**src/rtl/simplerisc_prog_loader.sv**
```systemverilog
// ---------------------------------------------------------------------------
// simplerisc_prog_loader
//
// Writer side of the SimpleRISC instruction memory. A host byte stream is
// framed as:
//   SYNC_BYTE, len[15:8], len[7:0], 4*len data bytes (big-endian words)
//   [, one checksum byte when SIMPLERISC_LOADER_CHECKSUM_EN is defined]
// Each assembled word is written to consecutive imem word addresses.
// The core is held in reset until the whole image has been loaded correctly.
//
// Optional feature macro: SIMPLERISC_LOADER_CHECKSUM_EN
//   defined   : a trailing XOR checksum byte over all data bytes is checked
//   undefined : the frame ends after the last data byte
//
// Ports:
//   clk             system clock
//   reset           asynchronous, active-high reset
//   i_in_valid      input byte valid
//   i_in_data       input byte
//   o_in_ready      loader can accept a byte (never back-pressures)
//   o_mem_we        imem write strobe, one cycle per word
//   o_mem_waddr     imem word address
//   o_mem_wdata     instruction word
//   o_cpu_hold      high = core held in reset
//   o_load_done     image loaded successfully (level)
//   o_load_err      frame error (sticky until next sync or reset)
//   o_words_loaded  words written in the current frame
// ---------------------------------------------------------------------------
module simplerisc_prog_loader #(
  parameter int          ADDR_W    = 10,
  parameter int          MEM_WORDS = 16,
  parameter logic [7:0]  SYNC_BYTE = 8'hA5
) (
  input  logic              clk,
  input  logic              reset,
  input  logic              i_in_valid,
  input  logic [7:0]        i_in_data,
  output logic              o_in_ready,
  output logic              o_mem_we,
  output logic [ADDR_W-1:0] o_mem_waddr,
  output logic [31:0]       o_mem_wdata,
  output logic              o_cpu_hold,
  output logic              o_load_done,
  output logic              o_load_err,
  output logic [15:0]       o_words_loaded
);

  typedef enum logic [2:0] {
    ST_IDLE   = 3'd0,
    ST_LEN_HI = 3'd1,
    ST_LEN_LO = 3'd2,
    ST_DATA   = 3'd3,
`ifdef SIMPLERISC_LOADER_CHECKSUM_EN
    ST_CHECK  = 3'd4,
`endif
    ST_DONE   = 3'd5,
    ST_ERROR  = 3'd6
  } state_t;

  state_t              r_state;
  logic                r_inReady;
  logic                r_memWe;
  logic [ADDR_W-1:0]   r_memWaddr;
  logic [31:0]         r_memWdata;
  logic                r_cpuHold;
  logic                r_loadDone;
  logic                r_loadErr;
  logic [15:0]         r_wordsLoaded;
  logic [15:0]         r_len;
  logic [1:0]          r_byteCnt;
  logic [23:0]         r_shift;
`ifdef SIMPLERISC_LOADER_CHECKSUM_EN
  logic [7:0]          r_csum;
`endif

  logic                w_xfer;
  logic                w_isSync;
  logic                w_restart;
  logic [15:0]         w_lenNext;
  logic                w_lenBad;
  logic                w_lastWord;

  assign w_xfer     = i_in_valid && r_inReady;
  assign w_isSync   = (i_in_data == SYNC_BYTE);
  // Sync only restarts from the idle/terminal states; inside a frame it is data.
  assign w_restart  = w_isSync &&
                      ((r_state == ST_IDLE) || (r_state == ST_DONE) || (r_state == ST_ERROR));
  assign w_lenNext  = {r_len[15:8], i_in_data};
  assign w_lenBad   = (w_lenNext == 16'd0) || (w_lenNext > 16'(MEM_WORDS));
  assign w_lastWord = ((r_wordsLoaded + 16'd1) == r_len);

  always_ff @(posedge clk or posedge reset) begin
    if (reset) begin
      r_state       <= ST_IDLE;
      r_inReady     <= 1'b0;
      r_memWe       <= 1'b0;
      r_memWaddr    <= '0;
      r_memWdata    <= '0;
      r_cpuHold     <= 1'b1;
      r_loadDone    <= 1'b0;
      r_loadErr     <= 1'b0;
      r_wordsLoaded <= '0;
      r_len         <= '0;
      r_byteCnt     <= '0;
      r_shift       <= '0;
`ifdef SIMPLERISC_LOADER_CHECKSUM_EN
      r_csum        <= '0;
`endif
    end else begin
      r_inReady <= 1'b1;
      r_memWe   <= 1'b0;

      if (w_xfer && w_restart) begin
        r_state       <= ST_LEN_HI;
        r_wordsLoaded <= '0;
        r_byteCnt     <= '0;
        r_cpuHold     <= 1'b1;
        r_loadDone    <= 1'b0;
        r_loadErr     <= 1'b0;
`ifdef SIMPLERISC_LOADER_CHECKSUM_EN
        r_csum        <= '0;
`endif
      end else if (w_xfer) begin
        case (r_state)
          ST_LEN_HI: begin
            r_len[15:8] <= i_in_data;
            r_state     <= ST_LEN_LO;
          end

          ST_LEN_LO: begin
            r_len[7:0] <= i_in_data;
            if (w_lenBad) begin
              r_state    <= ST_ERROR;
              r_loadErr  <= 1'b1;
              r_loadDone <= 1'b0;
              r_cpuHold  <= 1'b1;
            end else begin
              r_state <= ST_DATA;
            end
          end

          ST_DATA: begin
`ifdef SIMPLERISC_LOADER_CHECKSUM_EN
            r_csum <= r_csum ^ i_in_data;
`endif
            r_byteCnt <= r_byteCnt + 2'd1;
            if (r_byteCnt == 2'd3) begin
              // Address uses the pre-increment count; the count itself moves
              // on in the same edge so the strobe cycle already shows it.
              r_memWe       <= 1'b1;
              r_memWdata    <= {r_shift, i_in_data};
              r_memWaddr    <= r_wordsLoaded[ADDR_W-1:0];
              r_wordsLoaded <= r_wordsLoaded + 16'd1;
              if (w_lastWord) begin
`ifdef SIMPLERISC_LOADER_CHECKSUM_EN
                r_state <= ST_CHECK;
`else
                r_state <= ST_DONE;
`endif
              end
            end else begin
              r_shift <= {r_shift[15:0], i_in_data};
            end
          end

`ifdef SIMPLERISC_LOADER_CHECKSUM_EN
          ST_CHECK: begin
            if (i_in_data == r_csum) begin
              r_state    <= ST_DONE;
              r_loadDone <= 1'b1;
              r_cpuHold  <= 1'b0;
            end else begin
              r_state    <= ST_ERROR;
              r_loadErr  <= 1'b1;
              r_loadDone <= 1'b0;
              r_cpuHold  <= 1'b1;
            end
          end
`endif

          default: begin
          end
        endcase
      end

      // Releasing the core one cycle after entering DONE places load_done
      // right after the final write strobe.
      if ((r_state == ST_DONE) && !(w_xfer && w_restart)) begin
        r_loadDone <= 1'b1;
        r_cpuHold  <= 1'b0;
      end
    end
  end

  assign o_in_ready     = r_inReady;
  assign o_mem_we       = r_memWe;
  assign o_mem_waddr    = r_memWaddr;
  assign o_mem_wdata    = r_memWdata;
  assign o_cpu_hold     = r_cpuHold;
  assign o_load_done    = r_loadDone;
  assign o_load_err     = r_loadErr;
  assign o_words_loaded = r_wordsLoaded;

endmodule
```
**config.mk**
```make
export PLATFORM = sky130hd
export DESIGN_NAME = simplerisc_prog_loader
export DESIGN_NICKNAME = d
export VERILOG_FILES = /design/src/rtl/simplerisc_prog_loader.sv
export SDC_FILE = /design/constraint.sdc
export NUM_CORES = 1
export LEC_CHECK = 0
export ABC_AREA = 1
export CORE_ASPECT_RATIO = 1.5
export CORE_MARGIN = 2
export CORE_UTILIZATION = 45
export DETAILED_ROUTE_END_ITERATION = 6
export GPL_ROUTABILITY_DRIVEN = 0
export MAX_ROUTING_LAYER = met4
export PLACE_DENSITY = 0.65
export SLEW_MARGIN = 20
export SYNTH_ARGS = -nofsm -noshare
export SYNTH_HDL_FRONTEND = slang
export SYNTH_SLANG_ARGS = --single-unit
```
**constraint.sdc**
```tcl
create_clock -name clk -period 4.43 [get_ports clk]
set_clock_uncertainty 0.05 [all_clocks]
set_input_delay 0.443 -clock clk [delete_from_list [all_inputs] [get_ports clk]]
set_output_delay 0.443 -clock clk [all_outputs]
set_load 0.01 [all_outputs]
```
==> reports/qor.csv <==
metric;value;unit
Setup Buffers After CTS;0;
met1 wire length;4.88;mm
max-cap violation count;0;
grt ovf;0;
top cells by count, synth;nand2_1, dfrtp_1, o21ai_0;
total wire length;11.5;mm
layout cells sized above 1;0.0614;
RSZ-0062 raised after global routing;false;
Cells after Synth;593;
asr flop ratio synth;1.00;
Setup TNS Final;0;ns
initial antenna violation count;0;
die width;89.7;um
DR vias/cell;5.11;
post-synthesis sequential area ratio;0.546;
area added between synthesis and finish;23.5;%
Post-synth EDFFs;0;
row count;46;
synth unique cells;36;
worst slack at placement;1.66;ns
slowest CP cell;clkdlybuf4s50_1;
Die Ht;132;um
CP top delay family;simple AND/OR/NAND/NOR gates;
H-tree Lvls;3;
synthesized area per cell;8.35;um2
Initial DRC Count;195;
post-route ant nets;0;
Resized cells post-CTS;0;
fin nets;676;
reg2reg setup slack;2.07;ns
clock sinks;108;
Yosys reg bits;108;
WHS;0.419;ns
peak supply drop;214;uV
largest net degree at the start of global routing;81;
Worst slew margin;0.498;
FMAX;421;MHz
DR WL/cell;14.2;um
most frequent cell after synthesis;nand2_1;
worst hold start;o_cpu_hold$_DFFE_PP1P_;
slack of the critical path;2.06;ns
critical-path cell list;clkdlybuf4s50_1, inv_1, nor4_1, nand4_2, nand2_1, nand2_1, a21oi_4, o21ai_0;
worst path bufs/invs;2;
Area contributors post-synth;dfrtp_1, nand2_1, o21ai_0, inv_1, nand3_1;
worst slew pin tran;0.753;ns
Reg clk slew, reported paths;0.07;ns
Top Layer Used;met4;
Worst Hold End;o_cpu_hold$_DFFE_PP1P_;
met3 wire len;416;um
hold buffers post-CTS;0;
Final Slew Violations;0;
Pwr Density;377;nW/um2
Core Footprint;10600;um2
Total Power;2.31;mW
DRC errors left;0;
DR WL met2;5.98;mm
Netlist Area Pre-Place;4950;um2
status;finished, final reports clean;
via count;4148;
LEAKAGE;2.99;nW
final worst path period need;2.37;ns
max incr delay on CP;0.53;ns
RR Startpoint;o_words_loaded[0]$_DFFE_PP0P_;
post-synth top area share;0.541;
Fin. Hold Viols;0;
crit end category;flip-flop;
Data required, critical path;4.58;ns
Starting Density;0.465;
final non-filler cell area;6120;um2
reg2reg path depth;16;
Placed Instance Area;5810;um2
Critical Path Fanout Max;16;
Clk Latency, worst-skew pair;0.34;ns
crit path DAT;2.52;ns
io pins;74;
placed insts;796;
Core Util, Final;0.574;
CP Class;input port to flip-flop;
CTS tree;done;
r2r endpoint;r_state[0]$_DFFE_PP0P_;
Yosys Warn Count;0;
Finished Layout Cells;812;
syn nets;606;
# port buffers;73;
Ant. Diodes;0;
area leader, netlist;dfrtp_1;
gr usage total;0.212;
total CTS buffers;9;
Most common cell on crit path;nand2_1;
crit start category;input port;
clock root cell;clkbuf_16;
Fillers;1002;
first drt pass iteration count;5;
first-pass GRT wire length;19.0;mm
HPWL Detailed;8.27;mm
Synth Flop Type;dfrtp_1;
deepest clock path buffer count;2;
part of the cycle the worst path needs;0.536;
die footprint;11900;um2
Hold Path Stages;2;
# setup viols final;0;
min-delay worst type;flip-flop to flip-flop;
vias in the first global route;3882;
==> state kept, by name (all words and copies together), names as in the netlist <==
name and count:
o_mem_wdata 32, r_shift 24, o_words_loaded 16, r_len 16, o_mem_waddr 10, r_state 3, r_byteCnt 2, o_cpu_hold 1
o_in_ready 1, o_load_done 1, o_load_err 1, o_mem_we 1
==> report_power, final <==
part | switching (mW) | total, mW | internal [mW]
Sequential | 0.0773 | 1.15 | 1.07
Combinational | 0.200 | 0.342 | 0.141
Clock | 0.370 | 0.816 | 0.446
Total | 0.648 | 2.31 | 1.66
==> routing by layer <==
| metal | up-vias | track usage |
|---|---|---|
| li1 | 2053 | - |
| met1 | 1973 | 0.276 |
| met2 | 100 | 0.339 |
| met3 | 22 | 0.0299 |
| met4 | 0 | 0.0688 |
| met5 | - | - |
==> kinds of logic after synthesis <==
logic type               after synthesis  synth area share
XOR/XNOR                               6            0.0162
AND/OR/NAND/NOR                      282             0.249
flip-flops                           108             0.546
buffers and inverters                 89            0.0707
adder cells (fa/ha/maj)                2           0.00505
AO/OA/AOI/OAI                        105             0.112
other                                  1          0.000757
==> cell type report <==
class	count	area [um2]	area share
multi-input cells	396	1900	0.310
clock inverters	6	72.6	0.0119
repair buffers	77	761	0.124
well taps	144	180	0.0295
inverters	71	272	0.0444
clock buffers	10	229	0.0374
flip-flops and latches	108	2700	0.442
==> how the worst max path moves through the flow <==
stage	start	end	cells past startpoint
2_1_floorplan	reset	o_in_ready$_DFF_PP0_	1
4_1_cts	i_in_data[7]	o_words_loaded[4]$_DFFE_PP0P_	8
5_1_grt	i_in_data[0]	o_words_loaded[4]$_DFFE_PP0P_	8
3_3_place_gp	i_in_valid	o_mem_wdata[7]$_DFFE_PP0P_	9
3_5_place_dp	i_in_data[7]	o_words_loaded[4]$_DFFE_PP0P_	8
6_report	i_in_data[5]	o_words_loaded[4]$_DFFE_PP0P_	8
==> cells in the final DEF, fill, tap and decap left out, types with 9 or more instances in the layout <==
| cell type | synthesis | layout |
|---|---|---|
| o21ai_0 | 79 | 79 |
| nand4_1 | 12 | 12 |
| inv_1 | 66 | 65 |
| clkdlybuf4s50_1 | 0 | 73 |
| nand2_1 | 181 | 181 |
| nand3_1 | 39 | 39 |
| dfrtp_1 | 107 | 107 |
| nor2_1 | 24 | 24 |
| o21ai_1 | 10 | 10 |
| clkbuf_16 | 0 | 9 |
==> tightest hold or removal path, cell delays in order, from the launching register on <==
cell	delay, ns
dfstp_2	0.37
inv_1	0.04
a21oi_1	0.06
Power figures use the tool's default switching activity.
